**src/rtl/lse_reduce_ctrl.sv**
```systemverilog
`default_nettype none
// ============================================================================
// Module   : lse_reduce_ctrl
// Purpose  : Reduces a frame of N log-domain values to ln(sum(exp(x_i))) by
//            time-sharing one external fixed-latency log-sum-exp unit.
//            Incoming values and returning partial sums form one arrival
//            stream. Consecutive arrivals are paired and issued to the unit.
//            When the frame is complete and nothing is in flight, the single
//            remaining value is the frame result.
// Ports    : clk, rst (async, active-high)
//            in_valid/in_ready/in_data/in_last   - producer stream
//            out_valid/out_data                  - one pulse per frame
//            lse_in_valid/lse_a/lse_b            - issue to shared unit
//            lse_out_valid/lse_c                 - result from shared unit
// Revision : 1.0 - initial release
// ============================================================================
module lse_reduce_ctrl #(
    parameter int BITS      = 16,
    parameter     PRECISION = "HALF",
    parameter int LATENCY   = 80
) (
    input  logic            clk,
    input  logic            rst,
    input  logic            in_valid,
    output logic            in_ready,
    input  logic [BITS-1:0] in_data,
    input  logic            in_last,
    output logic            out_valid,
    output logic [BITS-1:0] out_data,
    output logic            lse_in_valid,
    output logic [BITS-1:0] lse_a,
    output logic [BITS-1:0] lse_b,
    input  logic            lse_out_valid,
    input  logic [BITS-1:0] lse_c
);

    localparam int c_INF_W   = $clog2(LATENCY + 2);
    localparam int c_FLUSH_W = $clog2(LATENCY + 1);

    localparam logic [c_INF_W-1:0]   c_INF_ONE    = c_INF_W'(1);
    localparam logic [c_FLUSH_W-1:0] c_FLUSH_ONE  = c_FLUSH_W'(1);
    localparam logic [c_FLUSH_W-1:0] c_FLUSH_LAST = c_FLUSH_W'(LATENCY - 1);

    // The format is only carried for consistency with the attached unit;
    // catch an obviously mismatched width at elaboration.
    generate
        if ((PRECISION == "HALF") && (BITS != 16)) begin : g_bad_half_width
            $error("lse_reduce_ctrl: HALF precision requires BITS == 16");
        end
    endgenerate

    typedef enum logic [1:0] {
        S_FLUSH  = 2'd0,
        S_ACCEPT = 2'd1,
        S_DRAIN  = 2'd2
    } state_t;

    state_t               r_state;
    state_t               w_state_next;
    logic [c_FLUSH_W-1:0] r_flush_cnt;
    logic [BITS-1:0]      r_hold;
    logic                 r_hold_v;
    logic [c_INF_W-1:0]   r_inflight;
    logic                 r_out_valid;
    logic [BITS-1:0]      r_out_data;
    logic                 r_issue;
    logic [BITS-1:0]      r_lse_a;
    logic [BITS-1:0]      r_lse_b;

    logic                 w_ready;
    logic                 w_ret;
    logic                 w_acc;
    logic                 w_v_valid;
    logic [BITS-1:0]      w_v_data;
    logic                 w_issue;
    logic                 w_emit;

    // ------------------------------------------------------------------------
    // Next-state and per-cycle decisions
    // ------------------------------------------------------------------------
    always_comb begin
        w_state_next = r_state;
        w_ready      = 1'b0;
        w_ret        = 1'b0;
        w_acc        = 1'b0;
        w_v_valid    = 1'b0;
        w_v_data     = in_data;
        w_issue      = 1'b0;
        w_emit       = 1'b0;

        // A returning result always wins over the producer.
        w_ready   = (r_state == S_ACCEPT) && !lse_out_valid;
        // Results are discarded during flush, and a result with nothing in
        // flight is a protocol error that is dropped.
        w_ret     = lse_out_valid && (r_state != S_FLUSH) && (r_inflight != '0);
        w_acc     = in_valid && w_ready;
        w_v_valid = w_ret || w_acc;
        w_v_data  = w_ret ? lse_c : in_data;
        w_issue   = w_v_valid && r_hold_v;
        w_emit    = (r_state == S_DRAIN) && (r_inflight == '0) && r_hold_v
                    && !lse_out_valid;

        case (r_state)
            S_FLUSH: begin
                if (r_flush_cnt == c_FLUSH_LAST) begin
                    w_state_next = S_ACCEPT;
                end
            end
            S_ACCEPT: begin
                if (w_acc && in_last) begin
                    w_state_next = S_DRAIN;
                end
            end
            S_DRAIN: begin
                if (w_emit) begin
                    w_state_next = S_ACCEPT;
                end
            end
            default: begin
                w_state_next = S_FLUSH;
            end
        endcase
    end

    // ------------------------------------------------------------------------
    // State register
    // ------------------------------------------------------------------------
    always_ff @(posedge clk or posedge rst) begin
        if (rst) begin
            r_state <= S_FLUSH;
        end else begin
            r_state <= w_state_next;
        end
    end

    // ------------------------------------------------------------------------
    // Datapath: flush timer, pairing register, in-flight count, outputs
    // ------------------------------------------------------------------------
    always_ff @(posedge clk or posedge rst) begin
        if (rst) begin
            r_flush_cnt <= '0;
            r_hold      <= '0;
            r_hold_v    <= 1'b0;
            r_inflight  <= '0;
            r_out_valid <= 1'b0;
            r_out_data  <= '0;
            r_issue     <= 1'b0;
            r_lse_a     <= '0;
            r_lse_b     <= '0;
        end else begin
            if (r_state == S_FLUSH) begin
                r_flush_cnt <= r_flush_cnt + c_FLUSH_ONE;
            end

            // Each new value either parks in hold or pairs with it.
            r_issue <= w_issue;
            if (w_v_valid) begin
                if (!r_hold_v) begin
                    r_hold   <= w_v_data;
                    r_hold_v <= 1'b1;
                end else begin
                    r_lse_a  <= r_hold;
                    r_lse_b  <= w_v_data;
                    r_hold_v <= 1'b0;
                end
            end else if (w_emit) begin
                r_hold_v <= 1'b0;
            end

            // Issue and return in the same cycle cancel out.
            case ({w_issue, w_ret})
                2'b10:   r_inflight <= r_inflight + c_INF_ONE;
                2'b01:   r_inflight <= r_inflight - c_INF_ONE;
                default: r_inflight <= r_inflight;
            endcase

            r_out_valid <= w_emit;
            if (w_emit) begin
                r_out_data <= r_hold;
            end
        end
    end

    assign in_ready     = w_ready;
    assign out_valid    = r_out_valid;
    assign out_data     = r_out_data;
    assign lse_in_valid = r_issue;
    assign lse_a        = r_lse_a;
    assign lse_b        = r_lse_b;

endmodule
`default_nettype wire
```
**config.mk**
```make
export PLATFORM = sky130hd
export DESIGN_NAME = lse_reduce_ctrl
export DESIGN_NICKNAME = d
export VERILOG_FILES = /design/src/rtl/lse_reduce_ctrl.sv
export SDC_FILE = /design/constraint.sdc
export NUM_CORES = 1
export LEC_CHECK = 0
export ABC_CLOCK_PERIOD_IN_PS = 3200
export BUFFER_PORTS_ARGS = -buffer_cell sky130_fd_sc_hd__buf_4
export CAP_MARGIN = 20
export CELL_PAD_IN_SITES_DETAIL_PLACEMENT = 1
export CELL_PAD_IN_SITES_GLOBAL_PLACEMENT = 1
export CORE_ASPECT_RATIO = 1.5
export CORE_MARGIN = 3
export CORE_UTILIZATION = 35
export CTS_CLUSTER_DIAMETER = 50
export CTS_CLUSTER_SIZE = 20
export DETAILED_ROUTE_END_ITERATION = 6
export HOLD_SLACK_MARGIN = 0.02
export PLACE_DENSITY_LB_ADDON = 0.1
export SLEW_MARGIN = 20
export SYNTH_ARGS = -nofsm -noshare
export SYNTH_HDL_FRONTEND = slang
export SYNTH_SLANG_ARGS = --single-unit
export TNS_END_PERCENT = 50
```
**constraint.sdc**
```tcl
create_clock -name clk -period 3.2 [get_ports clk]
set_input_delay 0.64 -clock clk [delete_from_list [all_inputs] [get_ports clk]]
set_output_delay 0.64 -clock clk [all_outputs]
set_load 0.05 [all_outputs]
```
---- Word level (Yosys, flattened, before mapping) ----
Cells that the tools add are included.
storage, ports and cells
  flip-flop bits (word level) ............. 83
  input bits .............................. 37
  output and inout port bits .............. 51
  logic and storage cells ................. 51
cells by class
  add/subtract/negate cells ............... 3
  equal/unequal tests ..................... 8
  multiplexer cells ....................... 9
  bitwise operators ....................... 1
  reduce and logical (&&, ||, !) cells .... 20
operator list
  kind                 count
  $mux 16              1
  $add 7x1->7 const B  2
  $pmux 7 s2           1
  $logic_and 1x1->1    9
  $eq 7x7->1 const B   1
  $logic_not 7->1      1
  $reduce_bool 7->1    1
  $sub 7x1->7 const B  1
  $mux 2               3
  $pmux 2 s3           1
  $reduce_bool 2->1    3
  $eq 2x1->1 const B   2
  $eq 2x2->1 const B   2
  $ne 2x2->1 const B   2
  $reduce_and 2->1     2
  $mux 1               3
  $reduce_and 3->1     1
  $logic_not 2->1      1
  $ne 2x1->1 const B   1
  $logic_not 1->1      1
  $logic_or 1x1->1     1
  $not 1->1            1

---- Depth between registers and ports, before layout ----
Gate-level depths: netlist of run 1.
  word-level depth ........................ 7
  gate-level depth with buffers ........... 10
  gate-level depth less buffers ........... 10

---- Worst setup path before layout of run 1 ----
OpenSTA, ideal clock, no wires.
  path type ............................... register to register
  from .................................... register r_inflight[2]
  to ...................................... register r_inflight[6]
  setup time .............................. 0.079 ns
  arrival time ............................ 2.357 ns
  required time ........................... 3.121 ns
  path slack .............................. 0.764 ns
  cell stages (with the launch flop) ...... 11
  buffers on the path ..................... 0
  clock period less this slack ............ 2.436 ns
  cells stage by stage .................... dfrtp_1 > nor4_4 > a21oi_2 > nand2b_1 > inv_1 > ha_1 > nor2b_1 > o21a_1 > a311oi_1 > mux2i_1 > xor2_1
between the ends
  longest elaborated chain between the ends .. 6
  elaborated cells between the ends (all ways) .. 10
  those cells by class .................... add/sub: 2; eq/ne: 2; mux: 1; reduce/logical: 5
RTL lines
  item                                                                 line  source
  start: declaration                                                   63    logic [c_INF_W-1:0] r_inflight;
  start signal: assignment                                             172   2'b10: r_inflight <= r_inflight + c_INF_ONE;
  start signal: assignment                                             173   2'b01: r_inflight <= r_inflight - c_INF_ONE;
  start signal: assignment                                             174   default: r_inflight <= r_inflight;
  parallel branches: the longest is 6 deep, another holds $sub 7x1->7  n/a
Several ways; the timed one is not identified.
A chain may end at the register's enable or synchronous reset.

---- Final worst setup path of run 1 ----
Same ends and word-level chain as after synthesis.

==> results of run 1 <==
==> per-layer routing <==
layer,vias up,GRT usage
li1,1254,-
met5,-,0
met4,0,0.0792
met2,48,0.310
met1,1286,0.176
met3,15,0.0303
==> synth_stat cells, types with 2 or more instances <==
cell,n
mux2_2,6
ha_1,6
nand3_1,3
inv_1,7
a21oi_1,20
mux2i_1,18
nand4_1,2
buf_4,2
mux2_1,11
o21ai_2,2
nor2b_1,2
o21ai_0,17
o21ai_1,4
xnor2_1,5
nand2_1,70
xor2_1,7
buf_2,7
dfrtp_1,83
nor2_1,21
o21a_1,2
buf_6,3
a21o_1,2
==> final timing paths <==
check / endpoint / slack (ns) / cells past startpoint
hold reg to reg: out_data[5]$_DFFE_PP0P_ / 0.47 / 2
min in group clk: out_data[5]$_DFFE_PP0P_ / 0.47 / 2
hold / removal: out_data[8]$_DFFE_PP0P_ / 0.34 / 2
max in group asynchronous: lse_a[10]$_DFFE_PP0P_ / 2.08 / 3
setup reg to reg: r_inflight[6]$_DFFE_PP0P_ / 0.44 / 10
setup / recovery: r_inflight[6]$_DFFE_PP0P_ / 0.44 / 10
==> stage by stage <==
step,hold WS [ns],setup slack (ns)
floorplan,0.438,0.423
global placement,0.457,0.424
detailed placement,0.457,0.332
CTS,0.365,0.422
global route,0.390,0.219
finish,0.338,0.438
==> cell type report <==
cell class	instances	area, um2	share of cell area
flip-flops and latches	83	2080	0.443
multi-input cells	215	1380	0.295
repair buffers	92	691	0.147
clock buffers	12	267	0.0569
well taps	115	144	0.0307
clock inverters	4	95.1	0.0203
inverters	8	31.3	0.00667
==> flip-flops by register name, indices dropped and copies added (netlist names) <==
register / flops
out_data: 16
lse_in_valid: 1
out_valid: 1
r_state: 2
r_hold: 16
r_flush_cnt: 7
lse_a: 16
r_inflight: 7
r_hold_v: 1
lse_b: 16
==> where the power goes <==
group	internal [mW]	leakage [nW]	switching, mW
Clock	0.825	0.179	0.416
Combinational	0.743	1.18	1.41
Sequential	1.48	1.02	0.349
Total	3.04	2.37	2.17
==> cell families after synthesis <==
logic type      Yosys count  synth area share
fa+ha+maj                 7            0.0265
simple gates            106             0.131
xor+xnor                 12            0.0293
compound gates           54            0.0885
mux                      36             0.108
flops                    83             0.578
buf+inv                  22            0.0387
==> impl_metrics.json, run 1 <==
{
  "dr.max_layer_used": "met4",
  "syn2layout_area_growth_pct": 30.5,
  "ctsHoldBuffers": 0,
  "finish.net_count": 453,
  "final_util": 0.476,
  "drt_iter0_drc": 43,
  "cts_sinks": 83,
  "powerDensity_nw_per_um2": 1110,
  "cp_max_fo": 5,
  "yosysTopAreaCellShare": 0.578,
  "crit_family": "compound AO/OA/AOI/OAI gates",
  "grt_pass1_vias": 2768,
  "wl_met3_um": 298,
  "die_area_um2": 11500,
  "gp_congestion": 0.763,
  "finalHoldViolCount": 0,
  "synth-seq-area-share": 0.578,
  "cp_num_buf_inv": 1,
  "worstSetupStartpoint": "r_inflight[2]$_DFFE_PP0P_",
  "layout_common_cells": "92 x buf_4, 83 x dfrtp_1, 70 x nand2_1",
  "reg2reg_from": "r_inflight[2]$_DFFE_PP0P_",
  "synth_async_sr_flop_share": 1.00,
  "grt_pass1_wl_um": 14300,
  "post_cts_buffers": 0,
  "ant_nets": 0,
  "h-tree-depth": 3,
  "final_common_cell": "buf_4",
  "syn_nets": 364,
  "tns_ns": 0,
  "wl_met1_um": 3390,
  "drc": 0,
  "root_buffer": "clkbuf_16",
  "start_util": 0.364,
  "cts_resized": 0,
  "grt_max_degree": 36,
  "tightest_slew_ns": 0.781,
  "diodes": 0,
  "synth_edf_count": 0,
  "layout-drive-gt1-share": 0.300,
  "max_stage_delay_ns": 0.42,
  "setup_viol": 0,
  "cts_tree": "built",
  "synth_area_leaders": "dfrtp_1 58%, nand2_1 7.3%, mux2i_1 5.0%, mux2_1 3.4%, a21oi_1 2.8%",
  "synthFlopType": "dfrtp_1",
  "cp-end-kind": "flop",
  "ys_seq_elements": 83,
  "io_buffer_count": 87,
  "clk_latency_ns": 0.34,
  "relSlewSlack": 0.478,
  "synth.distinct_cells": 42,
  "grt_use_total": 0.167,
  "maxCapViolCount": 0,
  "slowest_stage": "dfrtp_1",
  "min_period_ns": 2.76,
  "hpwl_um": 6710,
  "wl_per_cell_um": 17.1,
  "hold_class": "input port to async pin",
  "core_area_um2": 9850,
  "fmax_ghz": 0.362,
  "cp.required_ns": 3.46,
  "cts_made_buffers": 9,
  "ys_warn_count": 0,
  "status": "finished clean",
  "postLayoutCellArea_um2": 4690,
  "via_per_inst": 4.92,
  "antenna_found_initial": 0,
  "firstDrtPassIters": 4,
  "synth_top_area_cell": "dfrtp_1",
  "irDropWorstVdd_uv": 421,
  "syn_inst": 320,
  "grt_overflow": 0,
  "wl_met2_um": 5130,
  "dp.cells": 513,
  "total_power_mw": 5.22,
  "place_area_um2": 4330,
  "critPathLaunchType": "flop",
  "cts.reportedPaths.clkPinSlew_ns": 0.06,
  "fp.dieW_um": 88.7,
  "crit_type": "flop to flop",
  "skew_ns": 0.00646,
  "routed_wl_um": 9030,
  "std_cell_rows": 44,
  "rsz0062_at_grt": "false",
  "p_leak_nw": 2.37,
  "final_max_slew_viol_count": 0,
  "synthesis.area_um2": 3590,
  "cp_cell_sequence": "nor4_4 > a21oi_2 > nand2b_1 > inv_1 > ha_1 > nor2b_1 > o21a_1 > a311oi_1 > mux2i_1 > xor2_1",
  "die_height_um": 130,
  "io_pins": 88,
  "syn_avg_cell_area_um2": 11.2,
  "arrival_ns": 3.02,
  "finalCritPeriodShare": 0.863,
  "clock_path_buffers": 2,
  "fin_cells": 529,
  "fillers": 1083,
  "vias": 2603
}
No activity file was read; power rests on OpenSTA's default activity.
==> run 2, diff against run 1 <==
--- a/config.mk
+++ b/config.mk
@@ -17,9 +17,9 @@
 export CTS_CLUSTER_SIZE = 20
 export DETAILED_ROUTE_END_ITERATION = 6
 export HOLD_SLACK_MARGIN = 0.02
+export MAX_ROUTING_LAYER = met4
 export PLACE_DENSITY_LB_ADDON = 0.1
 export SLEW_MARGIN = 20
 export SYNTH_ARGS = -nofsm -noshare
 export SYNTH_HDL_FRONTEND = slang
 export SYNTH_SLANG_ARGS = --single-unit
-export TNS_END_PERCENT = 50
==> impl_metrics.json, run 2 (synthesis results as in run 1) <==
{
  "std_cell_rows": 44,
  "arrival_ns": 3.02,
  "finish.net_count": 453,
  "powerDensity_nw_per_um2": 1110,
  "final_util": 0.476,
  "core_area_um2": 9850,
  "slowest_stage": "dfrtp_1",
  "cts_sinks": 83,
  "vias": 2596,
  "ff_latch_area_um2": 2080,
  "grt_pass1_vias": 2765,
  "endpoint": "r_inflight[6]$_DFFE_PP0P_",
  "irDropWorstVdd_uv": 421,
  "max_stage_delay_ns": 0.42,
  "cts_made_buffers": 9,
  "layout_common_cells": "92 x buf_4, 83 x dfrtp_1, 70 x nand2_1",
  "rsz0062_at_grt": "false",
  "dp.cells": 513,
  "worstSetupStartpoint": "r_inflight[2]$_DFFE_PP0P_",
  "grt_max_degree": 36,
  "layout-drive-gt1-share": 0.300,
  "r2r_cells": 10,
  "drc": 0,
  "syn2layout_area_growth_pct": 30.5,
  "fin_cells": 529,
  "status": "finished clean",
  "dp_slack_ns": 0.332,
  "die_area_um2": 11500,
  "tightest_slew_ns": 0.784,
  "routed_wl_um": 9020,
  "setup_viol": 0,
  "firstDrtPassIters": 4,
  "fmax_ghz": 0.362,
  "grt_use_met1": 0.177,
  "cts_tree": "built",
  "post_cts_buffers": 0,
  "final_common_cell": "buf_4",
  "cp-end-kind": "flop",
  "diodes": 0,
  "total_power_mw": 5.21,
  "grt_pass1_wl_um": 14300,
  "grt_use_total": 0.172,
  "rrSetupSlack_ns": 0.44,
  "clock_path_buffers": 2,
  "hpwl_um": 6710,
  "finalHoldViolCount": 0,
  "cp.required_ns": 3.46,
  "clk_latency_ns": 0.34,
  "cts_resized": 0,
  "skew_ns": 0.00641,
  "place_area_um2": 4330,
  "gp_congestion": 0.773,
  "ant_nets": 0,
  "io_buffer_count": 87,
  "cp_num_buf_inv": 1,
  "whs_ns": 0.347,
  "maxCapViolCount": 0,
  "die_height_um": 130,
  "ctsHoldBuffers": 0,
  "cts.reportedPaths.clkPinSlew_ns": 0.06,
  "grt_overflow": 0,
  "reg2reg_from": "r_inflight[2]$_DFFE_PP0P_",
  "wl_per_cell_um": 17.0,
  "via_per_inst": 4.91,
  "hold_class": "input port to async pin",
  "start_util": 0.364,
  "finalCritPeriodShare": 0.864,
  "p_leak_nw": 2.37,
  "h-tree-depth": 3,
  "relSlewSlack": 0.476,
  "antenna_found_initial": 0,
  "cp_cell_sequence": "nor4_4 > a21oi_2 > nand2b_1 > inv_1 > ha_1 > nor2b_1 > o21a_1 > a311oi_1 > mux2i_1 > xor2_1",
  "io_pins": 88,
  "top_usage_layer": "met2",
  "critPathLaunchType": "flop",
  "path_depth": 10,
  "multiInputGateArea_um2": 1380,
  "tns_ns": 0,
  "postLayoutCellArea_um2": 4690,
  "setup_slack_ns": 0.437,
  "drt_iter0_drc": 37,
  "r2r-end": "r_inflight[6]$_DFFE_PP0P_",
  "root_buffer": "clkbuf_16",
  "fp.dieW_um": 88.7,
  "final_max_slew_viol_count": 0,
  "gr-usage-met2": 0.310,
  "crit_family": "compound AO/OA/AOI/OAI gates",
  "min_period_ns": 2.76,
  "crit_type": "flop to flop",
  "fillers": 1083,
  "cp_max_fo": 5,
  "use_met3": 0.0291
}
[run 2: cell counts in the layout (fill, tap and decap cells not counted)]
Identical to the previous run, type by type.
[run 2: cell type report]
cell class	instances	area share
Clock inverter	4	0.0203
Clock buffer	12	0.0569
Timing Repair Buffer	92	0.147
Tap cell	115	0.0307
Inverter	8	0.00667
Multi-Input combinational cell	215	0.295
Sequential cell	83	0.443
[run 2: worst min path at each step]
stage,start,end,slack [ns],cells after the start
2_1_floorplan,r_flush_cnt[6]$_DFFE_PP0P_,r_flush_cnt[6]$_DFFE_PP0P_,0.44,1
3_3_place_gp,r_flush_cnt[6]$_DFFE_PP0P_,r_flush_cnt[6]$_DFFE_PP0P_,0.46,1
3_5_place_dp,r_flush_cnt[6]$_DFFE_PP0P_,r_flush_cnt[6]$_DFFE_PP0P_,0.46,1
4_1_cts,rst,out_data[8]$_DFFE_PP0P_,0.36,2
5_1_grt,rst,out_data[8]$_DFFE_PP0P_,0.39,2
6_report,rst,out_data[8]$_DFFE_PP0P_,0.35,2
[run 2: where the power goes]
group | internal (mW) | switching [mW]
Clock | 0.825 | 0.412
Combinational | 0.743 | 1.41
Sequential | 1.48 | 0.349
Total | 3.04 | 2.17
[run 2: per-layer routing]
metal / wire (um) / vias to the layer above
met2: 5150 / 47
met5: 0 / -
li1: - / 1254
met3: 281 / 12
met4: 185 / 0
met1: 3400 / 1283
[run 2: worst register-to-register path, stage by stage, from the launching register on]
cell	delay, ns
dfrtp_1	0.42
nor4_4	0.37
a21oi_2	0.14
nand2b_1	0.15
inv_1	0.14
ha_1	0.35
nor2b_1	0.15
o21a_1	0.19
a311oi_1	0.35
mux2i_1	0.26
xor2_1	0.17
==> run 3, diff against run 2 <==
--- a/config.mk
+++ b/config.mk
@@ -5,11 +5,9 @@
 export SDC_FILE = /design/constraint.sdc
 export NUM_CORES = 1
 export LEC_CHECK = 0
-export ABC_CLOCK_PERIOD_IN_PS = 3200
+export ABC_CLOCK_PERIOD_IN_PS = 2300
 export BUFFER_PORTS_ARGS = -buffer_cell sky130_fd_sc_hd__buf_4
 export CAP_MARGIN = 20
-export CELL_PAD_IN_SITES_DETAIL_PLACEMENT = 1
-export CELL_PAD_IN_SITES_GLOBAL_PLACEMENT = 1
 export CORE_ASPECT_RATIO = 1.5
 export CORE_MARGIN = 3
 export CORE_UTILIZATION = 35
==> constraint.sdc (replaced) <==
create_clock -name clk -period 2.3 [get_ports clk]
set_input_delay 0.46 -clock clk [delete_from_list [all_inputs] [get_ports clk]]
set_output_delay 0.46 -clock clk [all_outputs]
set_load 0.05 [all_outputs]
==> impl_metrics.json, run 3 (synthesis results as in run 1) <==
{
  "powerDensity_nw_per_um2": 1480,
  "cts.reportedPaths.clkPinSlew_ns": 0.06,
  "cts_tree": "built",
  "firstDrtPassIters": 4,
  "p_leak_nw": 2.44,
  "cp.required_ns": 2.56,
  "cts_made_buffers": 9,
  "setup_viol": 0,
  "antenna_found_initial": 0,
  "clock_path_buffers": 2,
  "grt_overflow": 0,
  "start_util": 0.364,
  "gp_congestion": 0.790,
  "die_height_um": 130,
  "fp.dieW_um": 88.7,
  "status": "finished clean",
  "final_util": 0.489,
  "diodes": 0,
  "std_cell_rows": 44,
  "grt_pass1_wl_um": 12800,
  "drt_iter0_drc": 120,
  "fmax_ghz": 0.443,
  "cp-end-kind": "flop",
  "die_area_um2": 11500,
  "clk_latency_ns": 0.33,
  "cp_max_fo": 5,
  "postLayoutCellArea_um2": 4820,
  "via_per_inst": 4.79,
  "min_period_ns": 2.26,
  "crit_type": "flop to flop",
  "rsz0062_at_grt": "true",
  "grt_use_total": 0.151,
  "tightest_slew_ns": 0.639,
  "drc": 0,
  "irDropWorstVdd_uv": 606,
  "hold_class": "input port to async pin",
  "io_pins": 88,
  "syn2layout_area_growth_pct": 34.1,
  "relSlewSlack": 0.571,
  "critPathLaunchType": "flop",
  "final_common_cell": "buf_4",
  "cp_cell_sequence": "nor4_4 > a21oi_2 > nand2b_1 > inv_2 > ha_4 > nor2b_1 > o21a_1 > a311oi_2 > mux2i_1 > xor2_1",
  "routed_wl_um": 7950,
  "root_buffer": "clkbuf_16",
  "hpwl_um": 5520,
  "io_buffer_count": 87,
  "layout-drive-gt1-share": 0.340,
  "slowest_stage": "dfrtp_1",
  "layout_common_cells": "108 x buf_4, 83 x dfrtp_1, 70 x nand2_1",
  "ant_nets": 0,
  "grt_max_degree": 84,
  "finalCritPeriodShare": 0.982,
  "maxCapViolCount": 0,
  "wl_per_cell_um": 14.5,
  "cts_sinks": 83,
  "h-tree-depth": 3,
  "place_area_um2": 4500,
  "skew_ns": 0.00764,
  "arrival_ns": 2.51,
  "vias": 2621,
  "finish.net_count": 471,
  "grt_pass1_vias": 2581,
  "core_area_um2": 9850,
  "final_max_slew_viol_count": 0,
  "finalHoldViolCount": 0,
  "max_stage_delay_ns": 0.40
}
## run 3: path summary, 6_finish.rpt
kind                                       startpoint                         end  slack, ns  cells past startpoint
setup / recovery            r_inflight[6]$_DFFE_PP0P_   r_inflight[6]$_DFFE_PP0P_       0.04                     10
hold / removal                                    rst       lse_a[15]$_DFFE_PP0P_       0.25                      3
setup reg to reg            r_inflight[6]$_DFFE_PP0P_   r_inflight[6]$_DFFE_PP0P_       0.04                     10
hold reg to reg            r_flush_cnt[6]$_DFFE_PP0P_  r_flush_cnt[6]$_DFFE_PP0P_       0.47                      1
max in group asynchronous                         rst      r_state[0]$_DFFE_PP0P_       1.72                      3
min in group clk                              in_last      r_state[1]$_DFFE_PP0P_       0.37                      2
## run 3: stage by stage
stage | power [mW] | cells | hold WS, ns | setup slack, ns | TNS, ns
finish | 7.13 | 547 | 0.250 | 0.0411 | 0
global route | 7.58 | 547 | 0.268 | -0.123 | -0.149
CTS | 7.20 | 546 | 0.265 | 0.00263 | 0
detailed placement | 5.72 | 530 | 0.464 | -0.0301 | -0.0301
global placement | 5.66 | 530 | 0.457 | 0.000637 | 0
floorplan | 4.66 | 320 | 0.438 | 0.00940 | 0
## run 3: cell type report
cell class / instances / area (um2)
tap: 115 / 144
inverter: 8 / 33.8
clock buffer: 10 / 239
clock inverter: 6 / 62.6
timing repair buffer: 110 / 851
multi-input combinational: 215 / 1410
sequential: 83 / 2080
fill: 946 / 5040
## run 3: metal layers
layer | vias to the layer above | track usage | part of all wire
met5 | - | - | 0
met4 | 0 | 0.0614 | 0.017
met3 | 8 | 0.0341 | 0.045
met2 | 56 | 0.235 | 0.50
met1 | 1259 | 0.188 | 0.43
li1 | 1298 | - | -
## run 3: what timing repair did
item	in CTS	in global routing
gates cloned	0	0
endpoints found under the setup margin	1	2
setup buffers	0	1
hold buffers	0	0
resized for setup	0	2
pin swaps	2	3
## run 3: report_power, final
part           internal (mW)  switching [mW]
clock                  0.870           0.577
combinational           1.22            2.02
sequential              2.05           0.392
## run 3: critical path, delay by kind of cell (launching register included)
kind                     cells  cell delay (ns)
AO/OA/AOI/OAI                3             0.51
XOR/XNOR                     1             0.16
adder cells (fa/ha/maj)      1             0.22
buffers and inverters        1             0.09
flip-flops                   1             0.40
multiplexers                 1             0.24
AND/OR/NAND/NOR              3             0.56
